--- src/rtl/dma_bus_arbiter_if.sv ---
// Bus-request handshake bundle between the DMA controller / CPU memory port
// and dma_bus_arbiter. The arbiter sits on the slave modport.
// The statistics signals exist only when ARB_GRANT_STATS_EN is defined.
interface dma_bus_arbiter_if;
    logic        BR;
    logic        M2busy;
    logic        BG;
    logic        cpu_stall;
    logic        bus_sel_dma;
    logic [1:0]  arb_state;
    logic        grant_timeout;
`ifdef ARB_GRANT_STATS_EN
    logic [15:0] grant_cycles;
    logic [7:0]  grant_count;
`endif

    // Arbiter side: samples the request and busy lines, drives grant/status.
    modport slave (
        input  BR, M2busy,
        output BG, cpu_stall, bus_sel_dma, arb_state, grant_timeout
`ifdef ARB_GRANT_STATS_EN
        , output grant_cycles, grant_count
`endif
    );

    // Requester/memory side: drives the request and busy lines.
    modport master (
        output BR, M2busy,
        input  BG, cpu_stall, bus_sel_dma, arb_state, grant_timeout
`ifdef ARB_GRANT_STATS_EN
        , input grant_cycles, grant_count
`endif
    );
endinterface

--- src/rtl/dma_bus_arbiter.sv ---
// dma_bus_arbiter: responder side of the DMA bus-request handshake.
// Drains any in-flight memory access before granting the bus to the DMA,
// holds the CPU off while granted, and enforces a CPU cooldown window
// after each release. Optional grant statistics: ARB_GRANT_STATS_EN.
module dma_bus_arbiter #(
    parameter int MIN_CPU_CYCLES = 4,
    parameter int MAX_GRANT      = 32,
    parameter int CNT_W          = 8
) (
    input  logic          Clk,
    input  logic          Reset,
    dma_bus_arbiter_if.slave bus
);

    typedef enum logic [1:0] {
        IDLE     = 2'd0,
        DRAIN    = 2'd1,
        GRANT    = 2'd2,
        COOLDOWN = 2'd3
    } state_e;

    localparam int              COOL_LOAD_I = (MIN_CPU_CYCLES > 0) ? MIN_CPU_CYCLES - 1 : 0;
    localparam logic [CNT_W-1:0] COOL_LOAD  = CNT_W'(COOL_LOAD_I);
    localparam logic [CNT_W-1:0] MAX_T      = CNT_W'(MAX_GRANT);

    state_e           state_q, state_d;
    // Shared counter: grant age in GRANT, remaining cooldown in COOLDOWN.
    logic [CNT_W-1:0] cnt_q, cnt_d;

    // State and counter registers; reset is immediate, even mid-grant.
    always_ff @(posedge Clk or posedge Reset) begin
        if (Reset) begin
            state_q <= IDLE;
            cnt_q   <= '0;
        end else begin
            state_q <= state_d;
            cnt_q   <= cnt_d;
        end
    end

    // Next-state logic. Ownership only moves while M2busy is low, so BG
    // can never toggle on a cycle where memory was still busy.
    always_comb begin
        state_d = state_q;
        cnt_d   = cnt_q;
        case (state_q)
            IDLE: begin
                if (bus.BR) state_d = DRAIN;
            end
            DRAIN: begin
                if (!bus.BR) begin
                    state_d = IDLE;
                end else if (!bus.M2busy) begin
                    state_d = GRANT;
                    cnt_d   = '0;
                end
            end
            GRANT: begin
                if (cnt_q != '1) cnt_d = cnt_q + 1'b1;
                if (!bus.BR && !bus.M2busy) begin
                    if (MIN_CPU_CYCLES == 0) begin
                        state_d = IDLE;
                        cnt_d   = '0;
                    end else begin
                        state_d = COOLDOWN;
                        cnt_d   = COOL_LOAD;
                    end
                end
            end
            COOLDOWN: begin
                // BR is deliberately ignored; a level-held request is seen
                // again from IDLE once the window expires.
                if (cnt_q == '0) begin
                    state_d = IDLE;
                end else begin
                    cnt_d = cnt_q - 1'b1;
                end
            end
            default: begin
                state_d = IDLE;
                cnt_d   = '0;
            end
        endcase
    end

    // Outputs decode registered state only; no path from BR to BG.
    assign bus.BG            = (state_q == GRANT);
    assign bus.bus_sel_dma   = (state_q == GRANT);
    assign bus.cpu_stall     = (state_q == DRAIN) || (state_q == GRANT);
    assign bus.arb_state     = state_q;
    assign bus.grant_timeout = (state_q == GRANT) && (cnt_q == MAX_T);

`ifdef ARB_GRANT_STATS_EN
    logic [15:0] gcyc_q, gcyc_d;
    logic [7:0]  gent_q, gent_d;

    // Grant statistics: saturating cycle total and wrapping entry count.
    always_comb begin
        gcyc_d = gcyc_q;
        gent_d = gent_q;
        if (state_q == GRANT && gcyc_q != 16'hFFFF) gcyc_d = gcyc_q + 16'd1;
        if (state_q == DRAIN && state_d == GRANT)   gent_d = gent_q + 8'd1;
    end

    // Statistics registers.
    always_ff @(posedge Clk or posedge Reset) begin
        if (Reset) begin
            gcyc_q <= '0;
            gent_q <= '0;
        end else begin
            gcyc_q <= gcyc_d;
            gent_q <= gent_d;
        end
    end

    assign bus.grant_cycles = gcyc_q;
    assign bus.grant_count  = gent_q;
`endif

endmodule

--- src/flat_wrapper.sv ---
// flat-port wrapper written by rule: the top's interface ports become plain ports
module dma_bus_arbiter_flat 
#(
    parameter int MIN_CPU_CYCLES = 4,
    parameter int MAX_GRANT      = 32,
    parameter int CNT_W          = 8
)
  (Clk, Reset, bus_BR, bus_M2busy, bus_BG, bus_cpu_stall, bus_bus_sel_dma, bus_arb_state, bus_grant_timeout);
  dma_bus_arbiter_if bus_i ();
  input  logic Clk;
  input  logic Reset;
  input wire logic [$bits(bus_i.BR)-1:0] bus_BR;
  input wire logic [$bits(bus_i.M2busy)-1:0] bus_M2busy;
  output wire logic [$bits(bus_i.BG)-1:0] bus_BG;
  output wire logic [$bits(bus_i.cpu_stall)-1:0] bus_cpu_stall;
  output wire logic [$bits(bus_i.bus_sel_dma)-1:0] bus_bus_sel_dma;
  output wire logic [$bits(bus_i.arb_state)-1:0] bus_arb_state;
  output wire logic [$bits(bus_i.grant_timeout)-1:0] bus_grant_timeout;
  assign bus_i.BR = bus_BR;
  assign bus_i.M2busy = bus_M2busy;
  assign bus_BG = bus_i.BG;
  assign bus_cpu_stall = bus_i.cpu_stall;
  assign bus_bus_sel_dma = bus_i.bus_sel_dma;
  assign bus_arb_state = bus_i.arb_state;
  assign bus_grant_timeout = bus_i.grant_timeout;
  dma_bus_arbiter #(.MIN_CPU_CYCLES(MIN_CPU_CYCLES), .MAX_GRANT(MAX_GRANT), .CNT_W(CNT_W)) u_core (.Clk(Clk), .Reset(Reset), .bus(bus_i));
endmodule
--- config.mk ---
export PLATFORM = sky130hd
export DESIGN_NAME = dma_bus_arbiter_flat
export DESIGN_NICKNAME = d
export VERILOG_FILES = /design/src/rtl/dma_bus_arbiter_if.sv /design/src/rtl/dma_bus_arbiter.sv /design/src/flat_wrapper.sv
export SDC_FILE = /design/constraint.sdc
export NUM_CORES = 1
export LEC_CHECK = 0
export CAP_MARGIN = 30
export CORE_MARGIN = 3
export CORE_UTILIZATION = 51
export CTS_CLUSTER_DIAMETER = 200
export CTS_CLUSTER_SIZE = 40
export DETAILED_ROUTE_END_ITERATION = 12
export GPL_TIMING_DRIVEN = 0
export PLACE_DENSITY = 0.74
export SYNTH_ARGS = -nofsm -noshare
export SYNTH_HDL_FRONTEND = slang
export SYNTH_SLANG_ARGS = --single-unit
export TNS_END_PERCENT = 10
--- constraint.sdc ---
create_clock -name Clk -period 2.05 [get_ports Clk]
set_input_delay 0.41 -clock Clk [delete_from_list [all_inputs] [get_ports Clk]]
set_output_delay 0.41 -clock Clk [all_outputs]
set_load 0.03 [all_outputs]
==> metrics.cfg <==
[power_and_ir_drop]
power.leakage_uw = 0.000550
peakVddDrop_mv = 1.01
p_total_uw = 1790
p_per_area_nw_per_um2 = 1380

[clocking]
holdBufCountCts = 0
cts_root_buf = clkbuf_4
cts_buffer_depth = 2
cts_tree = yes
clkTransAtPathRegs_ns = 0.08
cts.sinks = 10
cts_buffers = 3
clock_latency_ns = 0.28
htree_levels = 1

[floorplan]
num_rows = 15
die_area_sq_um = 2630
dieHeight_um = 51.3
core_area_sq_um = 1820
initial_core_util_pct = 57.4
die_w_um = 51.3
ioPinCount = 10

[timing]
worstMarginPinSlew_ns = 0.597
clock_skew_ns = 0.00361
drv_slew = 0
setup_slack_ns = 0.0528
period_share_pct = 97.4
slew_headroom_pct = 59.8
setup-tns-final_ns = 0
setup_viol = 0
final-hold-violation-count = 0
period_minus_slack_ns = 2.00
timing.fmax_ghz = 0.501
rsz0062_at_grt = yes

[cells_and_area]
final_cell_mix = 9 x buf_4, 8 x nand2_1, 7 x inv_1
area.growth.synth_to_final_pct = 23.8
layout.nets = 146
n_antenna_cell = 0
fin_area_sq_um = 1290
drive_above_1_share_pct = 33.1
final_common_cell = buf_4

[setup_path]
slowest_stage = dfrtp_2
timing_worst_setup_path_type = reg2reg
r2r_cells = 5
max_stage_delay_ns = 0.46
worstPathCellList = ha_2 > nor4b_4 > a221o_2 > nor2_4 > mux2_1
crit_fanout = 9
worstPathRequired_ns = 2.21
cpLargestDelayFamily = flip-flops
startpoint_type = flop
arrival_ns = 2.16
crit_buf_inv = 0
cp_num_cells = 5
end_kind = flop

[global_route]
grt_util_all_layers_pct = 22.8
grt-ovfl-total = 0
antenna_found_initial = 0
grt_pass1_vias = 931
grt_pass1_wl_um = 4490
grt_max_degree = 11

[logic_synthesis]
synth-edff-count = 0
muxShareOfSynthArea_pct = 5.15
synth_compound_area_share_pct = 25.6
async_reset_ff_share_pct = 100
syn_area_sq_um = 1040
synthAdderAreaFrac_pct = 9.58
yosysTopAreaCellShare_pct = 24.0
yosys.area_share.simple_pct = 26.3
yosys.area.top_type = dfrtp_1
ys_seq_area_share_pct = 24.0
ys_warn_count = 0
ys_types = 52
synth_area_leaders = dfrtp_1 24%, ha_1 9.6%, inv_1 3.2%
syn_inst = 115
syn_area_per_cell_sq_um = 9.08
synth_xor_area_share_pct = 0
synth_nets = 127
synth_ff_type = dfrtp_1
synth_top_family_by_area = simple AND/OR/NAND/NOR gates
ys_seq_elements = 10

[place]
dp_hpwl_um = 1950
dpl_cell_area_sq_um = 1180
routabilityCongestion = 0.938
post-place-ws_ns = -0.512
port_buffers = 9

[detailed_routing]
first_iter_violations = 31
wire_per_inst_um = 17.2
routed_wl_um = 2710
vias_per_cell = 6.30
dr.pass1.iters = 4
ant_nets = 0
vias = 996
drc = 0

[outcome]
outcome = finished, final reports clean

[flow_run]
maxCapViolCount = 0

[hold_path]
hold_class = in2async

==> worst register-to-register path, cell delays in order (launching register included) <==
cell	delay (ns)
dfrtp_2	0.46
ha_2	0.27
nor4b_4	0.17
a221o_2	0.44
nor2_4	0.18
mux2_1	0.36
==> where the power goes <==
group | internal (uW) | switching [uW]
Combinational | 545 | 661
Sequential | 273 | 112
Clock | 108 | 86.4
Total | 926 | 859
==> cells by family after synthesis <==
logic type,Yosys count
AO/OA/AOI/OAI,35
buffers and inverters,17
flip-flops,10
multiplexers,5
AND/OR/NAND/NOR,40
adder cells (fa/ha/maj),8
==> routing by layer <==
layer / GRT usage, % / share of wire, %
met1: 29.6 / 43
met2: 38.2 / 49
met3: 3.50 / 6.5
met4: 7.86 / 1.8
met5: 0 / 0
==> state kept, by name, summed over array words and instances (netlist names), named ones only <==
signal and flops:
u_core.cnt_q 8, u_core.bus.arb_state 1
==> synth_stat cells, drive strengths merged, types with 2 or more instances <==
library cell,n
and4,2
dfrtp,10
o211ai,3
ha,8
nor2,7
or4,2
nand2,8
a21oi,6
mux2i,2
and3,2
buf,7
mux2,3
o21ai,5
nand4,2
inv,9
nand3,3
nor4b,2
a31oi,3
a221o,2
nor3,2
nor4,5
==> layout make-up <==
class                   count  area, sq um
multi-input cells          88          742
flip-flops and latches     10          255
inverters                   9         36.3
fillers                   155          527
repair buffers             16          141
clock buffers               4         36.3
plain buffers               6         51.3
well taps                  25         31.3
==> what timing repair did <==
item,in CTS,in global routing
buffers inserted,2,5
hold endpoints to repair,0,0
pin swaps,0,3
endpoints found under the setup margin,6,8
gates resized for setup,13,8
==> per-stage QoR <==
stage	std cells	utilization (%)	hold slack (ns)
after detailed placement	149	64.9	0.593
after CTS	155	68.2	0.427
after global placement	149	64.9	0.589
final	158	71.1	0.404
after floorplan	115	-	0.250
after global routing	158	71.1	0.421
==> final timing paths <==
check / to / start / slack (ns)
setup / recovery: u_core.cnt_q[1] / u_core.bus.arb_state[0] / 0.05
hold / removal: u_core.bus.arb_state[0] / Reset / 0.40
setup reg to reg: u_core.cnt_q[1] / u_core.bus.arb_state[0] / 0.05
hold reg to reg: flop / flop / 0.61
max in group asynchronous: u_core.cnt_q[0] / Reset / 1.34
min in group Clk: flop / flop / 0.61
(Power assumes the default switching activity.)
